<file path="config.mk">
export PLATFORM = sky130hd
export DESIGN_NAME = alu_arbiter
export DESIGN_NICKNAME = d
export VERILOG_FILES = /design/src/rtl/alu_pkg.sv /design/src/rtl/alu_core.sv /design/src/rtl/alu_arbiter.sv
export SDC_FILE = /design/constraint.sdc
export NUM_CORES = 1
export LEC_CHECK = 0
export CELL_PAD_IN_SITES_DETAIL_PLACEMENT = 2
export CELL_PAD_IN_SITES_GLOBAL_PLACEMENT = 2
export CORE_UTILIZATION = 28
export DETAILED_ROUTE_END_ITERATION = 12
export HOLD_SLACK_MARGIN = 0.15
export PLACE_DENSITY = 0.74
export SYNTH_ARGS = -nofsm -noshare
export SYNTH_HDL_FRONTEND = slang
export SYNTH_SLANG_ARGS = --single-unit
</file>
<file path="constraint.sdc">
create_clock -name i_clk -period 3.2 [get_ports i_clk]
set_clock_uncertainty 0.15 [all_clocks]
set_input_delay 0.48 -clock i_clk [delete_from_list [all_inputs] [get_ports i_clk]]
set_output_delay 0.48 -clock i_clk [all_outputs]
set_load 0.005 [all_outputs]
</file>
<file path="src/rtl/alu_pkg.sv">
// alu_pkg: opcode and state encodings plus status flag positions shared by the ALU arbiter
package alu_pkg;

    typedef enum logic [1:0] {
        OP_SUB  = 2'b00,
        OP_LT   = 2'b01,
        OP_CLR  = 2'b10,
        OP_CONV = 2'b11
    } op_t;

    typedef enum logic [1:0] {
        IDLE = 2'b00,
        EXEC = 2'b01,
        RESP = 2'b10
    } state_t;

    localparam int ST_ERR  = 0;
    localparam int ST_SIGN = 1;
    localparam int ST_EVEN = 2;
    localparam int ST_ONES = 3;

endpackage

</file>
<file path="src/rtl/alu_core.sv">
// alu_core: combinational sign-magnitude ALU producing a result and its status flags
module alu_core
    import alu_pkg::*;
#(
    parameter int m = 4,
    parameter int n = 2
) (
    input  logic [n-1:0] op,
    input  logic [m-1:0] A,
    input  logic [m-1:0] B,
    output logic [m-1:0] result,
    output logic [3:0]   status
);

    logic [m-2:0]      mag_a;
    logic [m-2:0]      mag_b;
    logic signed [m:0] va;
    logic signed [m:0] vb;
    logic signed [m:0] diff;
    logic signed [m:0] adiff;
    logic [m-1:0]      neg_a;
    logic [m-1:0]      res;
    logic              err;

    always_comb begin
        mag_a  = A[m-2:0];
        mag_b  = B[m-2:0];
        // one extra bit so both the difference and its magnitude stay representable
        va     = A[m-1] ? -$signed({2'b00, mag_a}) : $signed({2'b00, mag_a});
        vb     = B[m-1] ? -$signed({2'b00, mag_b}) : $signed({2'b00, mag_b});
        diff   = va - vb;
        adiff  = diff[m] ? -diff : diff;
        neg_a  = ~{1'b0, mag_a} + m'(1);
        res    = '0;
        err    = 1'b0;
        case (op_t'(op[1:0]))
            OP_SUB: begin
                err = |adiff[m:m-1];
                res = {diff[m], adiff[m-2:0]};
            end
            OP_LT: res = m'(va < vb);
            OP_CLR: begin
                err = B[m-1] || int'(B) >= m;
                res = A & ~(m'(1) << B);
            end
            OP_CONV: begin
                err = mag_a == '0;
                res = A[m-1] ? neg_a : A;
            end
            default: res = '0;
        endcase
        result           = err ? '0 : res;
        status           = '0;
        status[ST_ERR]   = err;
        status[ST_SIGN]  = !err && result[m-1];
        status[ST_EVEN]  = !err && !(^result);
        status[ST_ONES]  = !err && (&result);
    end

endmodule

</file>
<file path="src/rtl/alu_arbiter.sv">
// alu_arbiter: round-robin arbiter feeding a shared ALU through an IDLE/EXEC/RESP handshake
module alu_arbiter
    import alu_pkg::*;
#(
    parameter int m = 4,
    parameter int n = 2
) (
    input  logic         i_clk,
    input  logic         i_rst,
    input  logic [1:0]   i_req,
    input  logic [n-1:0] i_op0,
    input  logic [n-1:0] i_op1,
    input  logic [m-1:0] i_argA0,
    input  logic [m-1:0] i_argB0,
    input  logic [m-1:0] i_argA1,
    input  logic [m-1:0] i_argB1,
    input  logic         i_ack,
    output logic [1:0]   o_gnt,
    output logic         o_valid,
    output logic         o_id,
    output logic [m-1:0] o_result,
    output logic [3:0]   o_status,
    output logic         o_busy
);

    state_t       state;
    logic         last;
    logic         win;
    logic         pick;
    logic [n-1:0] op_r;
    logic [m-1:0] a_r;
    logic [m-1:0] b_r;
    logic [m-1:0] res;
    logic [3:0]   st;

    // under contention the requester not served last wins
    assign pick   = (&i_req) ? ~last : i_req[1];
    assign o_busy = state != IDLE;

    alu_core #(.m(m), .n(n)) u_core (
        .op     (op_r),
        .A      (a_r),
        .B      (b_r),
        .result (res),
        .status (st)
    );

    always_ff @(posedge i_clk or posedge i_rst) begin
        if (i_rst) begin
            state    <= IDLE;
            last     <= 1'b1;
            win      <= 1'b0;
            op_r     <= '0;
            a_r      <= '0;
            b_r      <= '0;
            o_gnt    <= '0;
            o_valid  <= 1'b0;
            o_id     <= 1'b0;
            o_result <= '0;
            o_status <= '0;
        end else begin
            case (state)
                IDLE: if (|i_req) begin
                    win   <= pick;
                    op_r  <= pick ? i_op1 : i_op0;
                    a_r   <= pick ? i_argA1 : i_argA0;
                    b_r   <= pick ? i_argB1 : i_argB0;
                    o_gnt <= pick ? 2'b10 : 2'b01;
                    state <= EXEC;
                end
                EXEC: begin
                    o_gnt    <= '0;
                    o_result <= res;
                    o_status <= st;
                    o_valid  <= 1'b1;
                    o_id     <= win;
                    state    <= RESP;
                end
                RESP: if (i_ack) begin
                    o_valid <= 1'b0;
                    last    <= o_id;
                    state   <= IDLE;
                end
                default: state <= IDLE;
            endcase
        end
    end

endmodule

</file>
==> results of run 1 <==
-- cells by family (layout without fill, tap and decap cells) --
| logic type | Yosys count | after routing |
|---|---|---|
| xor gates and xnor gates | 6 | 6 |
| buffers and inverters | 36 | 84 |
| AOI/OAI and AO/OA | 55 | 55 |
| muxes | 9 | 9 |
| DFF | 25 | 25 |
| adders and majority gates | 11 | 11 |
| and+or+nand+nor | 37 | 37 |
-- final timing paths --
| kind | start | to | cells after the start |
|---|---|---|---|
| max reg2reg | a_r[0]$_DFFE_PP0P_ | o_status[2]$_DFFE_PP0P_ | 14 |
| max | a_r[0]$_DFFE_PP0P_ | o_status[2]$_DFFE_PP0P_ | 14 |
| min in group asynchronous | i_rst | o_valid$_DFFE_PP0P_ | 3 |
| max in group asynchronous | i_rst | last$_DFFE_PP1P_ | 3 |
| min | win$_DFFE_PP0P_ | win$_DFFE_PP0P_ | 1 |
| min reg2reg | win$_DFFE_PP0P_ | win$_DFFE_PP0P_ | 1 |
-- area by class of cell --
cell class | count | area [µm²]
inverters | 25 | 93.84
flip-flops and latches | 25 | 628.1
repair buffers | 55 | 505.5
clock buffers | 3 | 41.29
fillers | 668 | 3527
well taps | 75 | 93.84
clock inverters | 1 | 7.507
multi-input cells | 118 | 1023
-- stage by stage --
stage / utilization (%) / setup slack (ns) / hold WS [ns] / area [µm²]
after floorplan: - / 0.05296 / 0.2958 / 1755
after global placement: 38.00 / 0.02141 / 0.3152 / 2250
after detailed placement: 38.00 / -0.06842 / 0.3211 / 2250
after CTS: 39.05 / 0.006245 / 0.3437 / 2312
after global routing: 40.43 / -0.2159 / 0.3812 / 2394
final: 40.43 / -0.04004 / 0.3391 / 2394
-- layer usage --
layer	GRT usage, %	up-vias	wire (µm)	share of wire (%)
met3	1.932	6	143	2.8
met5	0	-	0	0
li1	-	742	-	-
met4	5.357	0	78	1.5
met2	29.49	30	2510	49
met1	22.92	758	2379	47
-- sequential cells by signal, summed over array words and instances (netlist names) --
register,count
a_r,4
b_r,4
last,1
o_gnt,2
o_id,1
o_result,4
o_status,3
o_valid,1
op_r,2
state,2
win,1
-- timing repair --
item	4_1_cts	5_1_grt
setup buffers	0	5
resized for setup	3	9
pin swaps	0	4
setup endpoints to repair	1	2
-- placed cells by master, fill, tap and decap left out, types with 7 or more instances in the layout --
master and n:
sky130_fd_sc_hd__o21ai_0 8, sky130_fd_sc_hd__nand2_1 13, sky130_fd_sc_hd__a21oi_1 7, sky130_fd_sc_hd__ha_1 7
sky130_fd_sc_hd__buf_4 18, sky130_fd_sc_hd__clkdlybuf4s50_1 37, sky130_fd_sc_hd__inv_1 21, sky130_fd_sc_hd__dfrtp_1 23
sky130_fd_sc_hd__nor2_1 7, sky130_fd_sc_hd__a222oi_1 10
==> flow_summary_export.csv, run 1 <==
group,metric,value,unit
outcome,run_status,"complete, but fails checks",
outcome,violations,"negative setup slack",
logic_synthesis,flip_flop_and_latch_count_after_synthesis,25,
logic_synthesis,synthDominantCellAreaShare,35.06,%
worst_setup_path,critical_path.max_fanout,7,
worst_setup_path,worstPathCellList,"inv_2 > ha_4 > mux2i_2 > xnor2_1 > ha_2 > a21oi_2 > mux2i_2 > nand2_2 > a211o_1 > o21a_4 > nor3_2 > ha_1 > xor2_1 > o31ai_2",
floorplan,io_pins,38,
worst_setup_path,critical_path_class,"flop to flop",
logic_synthesis,post_synth_most_frequent_cells,"25 x sky130_fd_sc_hd__inv_1, 24 x sky130_fd_sc_hd__dfrtp_1, 13 x sky130_fd_sc_hd__nand2_1",
worst_setup_path,cp-start-kind,"flop",
cells_and_area,final_layout_size_suffix_gt1_share,27.31,%
logic_synthesis,synthDistinctLibCells,47,
clock_tree,cts_max_level,1,
global_routing,initial_antenna_violation_count,0,
worst_setup_path,critical-path-top-delay-family,"compound AO/OA/AOI/OAI gates",
cells_and_area,antenna-diode-count,0,
timing,relSlewSlack,48.36,%
placed_design,dp_cells,293,
placed_design,port-buffer-count,37,
timing,final.period_utilization,101.3,%
floorplan,total_core_area,0.005921,mm²
detailed_routing,final_antenna_net_count,0,
clock_tree,cts_made_buffers,3,
clock_tree,clk-insertion-delay-late,0.28,ns
logic_synthesis,postSynth.topFlopCell,"sky130_fd_sc_hd__dfrtp_1",
timing,postLayoutSetupSlackWorst,-0.04004,ns
logic_synthesis,ys_seq_area_share,36.60,%
floorplan,row_cnt,28,
cells_and_area,finalNetCount,264,
timing,tightest_slew,0.7747,ns
clock_tree,quantity_of_hold_fixing_buffers_added_after_cts,0,
logic_synthesis,synth_enable_flop_cells,0,
worst_setup_path,ff2ff_setup_slack,-0.04,ns
cells_and_area,syn_to_final_growth,39.74,%
logic_synthesis,synth.most_common_cell,"sky130_fd_sc_hd__inv_1",
logic_synthesis,syn_nets,215,
logic_synthesis,yosys-mux-area-fraction,7.012,%
placed_design,dpl.hpwl,3.782,mm
logic_synthesis,yosys.area_share.adder,8.035,%
timing,max_freq,308.6,MHz
worst_setup_path,end_kind,"flop",
timing,sum_of_negative_setup_slack,-0.04004,ns
worst_setup_path,cp.arrival,3.28,ns
logic_synthesis,synthTopCellsByArea,"sky130_fd_sc_hd__dfrtp_1 35%, sky130_fd_sc_hd__ha_1 8.0%, sky130_fd_sc_hd__a222oi_1 5.8%, sky130_fd_sc_hd__inv_1 5.5%, sky130_fd_sc_hd__o31ai_2 3.7%",
detailed_routing,drt_iter0_drc,73,
hold_path,hold_path_class,"flop to flop",
logic_synthesis,synth_top_family_by_area,"compound AO/OA/AOI/OAI gates",
timing,rsz_0062_raised_after_global_routing,"true",
timing,report.final.hold_viol_count,0,
logic_synthesis,post_synth.cell_area_avg,9.569,µm²
worst_setup_path,critical_path.n_buffers_inverters,1,
timing,fin_crit,3.240,ns
detailed_routing,via_count,1536,
detailed_routing,drtPass1Iterations,5,
cells_and_area,post_route_insts_no_fill,302,
timing,setup_violations,1,
floorplan,initial_core_util,28.93,%
worst_setup_path,worst-endpoint-required,3.24,ns
flow_run,timing.max_cap.violations,0,
clock_tree,clk_transition_reported_paths,0.09,ns
logic_synthesis,synth_async_sr_flop_share,100.0,%
floorplan,die_footprint,0.006434,mm²
clock_tree,clock_sinks,25,
floorplan,die-width,80.22,µm
detailed_routing,viasPerCell,5.086,
detailed_routing,wl_per_cell,16.92,µm
placed_design,final_weighted_congestion_in_routability_driven_placement,0.7390,
logic_synthesis,synth_compound_area_share,25.27,%
timing,slew_viol_final,0,
floorplan,die-height,80.22,µm
global_routing,first_global_vias,1657,
detailed_routing,drc,0,
clock_tree,tritoncts,"yes",
worst_setup_path,crit_path_frequent_cell,"sky130_fd_sc_hd__mux2i_2",
logic_synthesis,synth.yosys.warnings,0,
logic_synthesis,synth_area_leader_cell,"sky130_fd_sc_hd__dfrtp_1",
logic_synthesis,synthXorXnorAreaFrac,3.068,%
logic_synthesis,synth_simple_gate_area_share,10.59,%
worst_setup_path,timing.critical_path.slowest_stage_cell,"sky130_fd_sc_hd__dfrtp_1",
global_routing,globalRouteTotalUtil,17.34,%
global_routing,largest_net_degree_at_the_start_of_global_routing,26,
clock_tree,clock-root-buffer,"sky130_fd_sc_hd__clkbuf_8",
logic_synthesis,post_synth_instance_area,0.001713,mm²
clock_tree,cts_buffer_depth,2,
global_routing,global_route.overflow_total,0,
detailed_routing,drt-total-wl,5.111,mm
logic_synthesis,syn_inst,179,
global_routing,global_route_wire_length_before_repair,8.466,mm
worst_setup_path,biggest_cell_delay_along_the_critical_path,0.40,ns
Power of run 1 is not shown: default switching activity piles up to over one toggle a cycle in this logic, so the estimate is an artifact.
==> run 2: changes to the inputs <==
--- a/config.mk
+++ b/config.mk
@@ -8,6 +8,7 @@
 export CELL_PAD_IN_SITES_DETAIL_PLACEMENT = 2
 export CELL_PAD_IN_SITES_GLOBAL_PLACEMENT = 2
 export CORE_UTILIZATION = 28
+export CTS_CLUSTER_SIZE = 30
 export DETAILED_ROUTE_END_ITERATION = 12
 export HOLD_SLACK_MARGIN = 0.15
 export PLACE_DENSITY = 0.74
==> results of run 2 <==
The final DEF is identical to that of run 1; final timing and power are the same.
Power of run 2 is left out for the same reason.
==> run 3: changes to the inputs <==
--- a/config.mk
+++ b/config.mk
@@ -8,9 +8,11 @@
 export CELL_PAD_IN_SITES_DETAIL_PLACEMENT = 2
 export CELL_PAD_IN_SITES_GLOBAL_PLACEMENT = 2
 export CORE_UTILIZATION = 28
+export CTS_CLUSTER_DIAMETER = 100
 export CTS_CLUSTER_SIZE = 30
 export DETAILED_ROUTE_END_ITERATION = 12
 export HOLD_SLACK_MARGIN = 0.15
+export MAX_ROUTING_LAYER = met4
 export PLACE_DENSITY = 0.74
 export SYNTH_ARGS = -nofsm -noshare
 export SYNTH_HDL_FRONTEND = slang
==> run 3 against run 2 <==
  * Highest routed layer unchanged
  * The flow still finishes with violations (negative setup slack)
  * First-iteration DRC count down 9.6%
  * Sequential cell count unchanged
  * Worst hold slack worse by 0.0029 ns
  * Wire length about the same
  * Worst setup slack worse by 0.0025 ns
==> flow_summary_export.csv, run 3 (synthesis results as in run 1) <==
group,metric,value,unit
global_routing,global_route.overflow_total,0,
cells_and_area,finalNetCount,264,
timing,relSlewSlack,48.53,%
outcome,run_status,"complete, but fails checks",
floorplan,die_footprint,0.006434,mm²
clock_tree,clk_transition_reported_paths,0.10,ns
hold_path,min-delay-start,"win$_DFFE_PP0P_",
clock_tree,tritoncts,"yes",
global_routing,first_global_vias,1656,
outcome,violations,"negative setup slack",
floorplan,die-height,80.22,µm
timing,hold-worst-slack,0.3361,ns
cells_and_area,layout_common_cells,"37 x sky130_fd_sc_hd__clkdlybuf4s50_1, 23 x sky130_fd_sc_hd__dfrtp_1, 21 x sky130_fd_sc_hd__inv_1",
timing,tightest_slew,0.7720,ns
floorplan,io_pins,38,
global_routing,initial_antenna_violation_count,0,
worst_setup_path,cp-start-kind,"flop",
global_routing,global_route_wire_length_before_repair,8.487,mm
detailed_routing,drt-total-wl,5.110,mm
timing,setup_violations,1,
global_routing,largest_net_degree_at_the_start_of_global_routing,26,
detailed_routing,wl_per_cell,16.92,µm
clock_tree,cts_made_buffers,3,
floorplan,row_cnt,28,
hold_path,hold_path_class,"flop to flop",
detailed_routing,viasPerCell,5.109,
timing,slew_viol_final,0,
clock_tree,clock-root-buffer,"sky130_fd_sc_hd__clkbuf_8",
detailed_routing,drc,0,
global_routing,globalRouteTotalUtil,17.84,%
detailed_routing,drtPass1Iterations,5,
cells_and_area,final_common_cell,"sky130_fd_sc_hd__clkdlybuf4s50_1",
worst_setup_path,worst-endpoint-required,3.24,ns
placed_design,port-buffer-count,37,
cells_and_area,area.sequential,628.1,µm²
worst_setup_path,critical_path_class,"flop to flop",
timing,max_freq,308.4,MHz
placed_design,dpl.hpwl,3.782,mm
floorplan,die-width,80.22,µm
timing,fin_crit,3.243,ns
placed_design,final_weighted_congestion_in_routability_driven_placement,0.7481,
worst_setup_path,end_kind,"flop",
detailed_routing,via_count,1543,
worst_setup_path,critical_path.max_fanout,7,
cells_and_area,layout_top_registers,"a_r x4, b_r x4, o_result x4",
cells_and_area,antenna-diode-count,0,
floorplan,total_core_area,0.005921,mm²
worst_setup_path,cp.arrival,3.28,ns
detailed_routing,final_antenna_net_count,0,
worst_setup_path,start_point_of_the_critical_path,"a_r[0]$_DFFE_PP0P_",
clock_tree,clock_sinks,25,
timing,rsz_0062_raised_after_global_routing,"true",
clock_tree,cts_buffer_depth,2,
placed_design,worst_setup_timing_slack_at_the_placement_stage,-0.06842,ns
clock_tree,clk-insertion-delay-late,0.28,ns
cells_and_area,multiInputGateArea,0.001023,mm²
timing,postLayoutSetupSlackWorst,-0.04257,ns
clock_tree,cts_max_level,1,
timing,report.final.hold_viol_count,0,
flow_run,timing.max_cap.violations,0,
timing,final.period_utilization,101.3,%
floorplan,initial_core_util,28.93,%
cells_and_area,syn_to_final_growth,39.74,%
detailed_routing,drt_iter0_drc,66,
clock_tree,quantity_of_hold_fixing_buffers_added_after_cts,0,
cells_and_area,final_layout_size_suffix_gt1_share,27.31,%
cells_and_area,finish.utilization,40.43,%
worst_setup_path,origin_of_the_critical_flop_to_flop_path,"a_r[0]$_DFFE_PP0P_",
cells_and_area,filler_cell_count,668,
==> run 3: cell counts in the layout (fill, tap and decap cells not counted) <==
No cell type changed its count.
==> run 3: path summary, 6_finish.rpt <==
kind / slack [ns] / end / cells after the start
max reg2reg: -0.04 / o_status[2]$_DFFE_PP0P_ / 14
min in group asynchronous: 0.40 / o_valid$_DFFE_PP0P_ / 3
min reg2reg: 0.34 / win$_DFFE_PP0P_ / 1
max: -0.04 / o_status[2]$_DFFE_PP0P_ / 14
max in group asynchronous: 2.21 / last$_DFFE_PP1P_ / 3
min: 0.34 / win$_DFFE_PP0P_ / 1
==> run 3: worst max-delay path: stages (launching register included) <==
cell and delay (ns):
sky130_fd_sc_hd__dfrtp_1 0.41, sky130_fd_sc_hd__inv_2 0.09, sky130_fd_sc_hd__ha_4 0.21, sky130_fd_sc_hd__mux2i_2 0.17, sky130_fd_sc_hd__xnor2_1 0.10, sky130_fd_sc_hd__ha_2 0.19
sky130_fd_sc_hd__a21oi_2 0.21, sky130_fd_sc_hd__mux2i_2 0.30, sky130_fd_sc_hd__nand2_2 0.11, sky130_fd_sc_hd__a211o_1 0.27, sky130_fd_sc_hd__o21a_4 0.15, sky130_fd_sc_hd__nor3_2 0.19
sky130_fd_sc_hd__ha_1 0.26, sky130_fd_sc_hd__xor2_1 0.17, sky130_fd_sc_hd__o31ai_2 0.17
==> run 3: area by class of cell <==
| cell class | instances | share of cell area [%] |
|---|---|---|
| timing repair buffer | 55 | 21.12 |
| multi-input combinational | 118 | 42.76 |
| sequential | 25 | 26.24 |
| clock inverter | 1 | 0.3136 |
| clock buffer | 3 | 1.725 |
| inverter | 25 | 3.921 |
| tap | 75 | 3.921 |
==> run 3: timing repair <==
item                                    in CTS  in global routing
buffers inserted                             0                  5
endpoints found under the setup margin       1                  2
gates resized for setup                      3                  9
gates cloned                                 0                  0
pin swaps                                    0                  4
==> run 3: per-layer routing <==
metal / part of all wire, % / wire [µm] / up-vias / global-route usage, %
met5: 0 / 0 / - / -
met4: 1.5 / 75 / 0 / 5.357
met3: 3.0 / 153 / 6 / 1.705
met2: 49 / 2513 / 33 / 29.49
met1: 46 / 2367 / 762 / 23.13
li1: - / - / 742 / -
==> run 3: through the flow <==
step	setup TNS [ns]	cell area (µm²)	instances
2_1_floorplan	0	1755	179
3_3_place_gp	0	2250	293
3_5_place_dp	-0.06842	2250	293
4_1_cts	0	2312	297
5_1_grt	-0.2468	2394	302
6_report	-0.04257	2394	302
Power of run 3 is left out for the same reason.
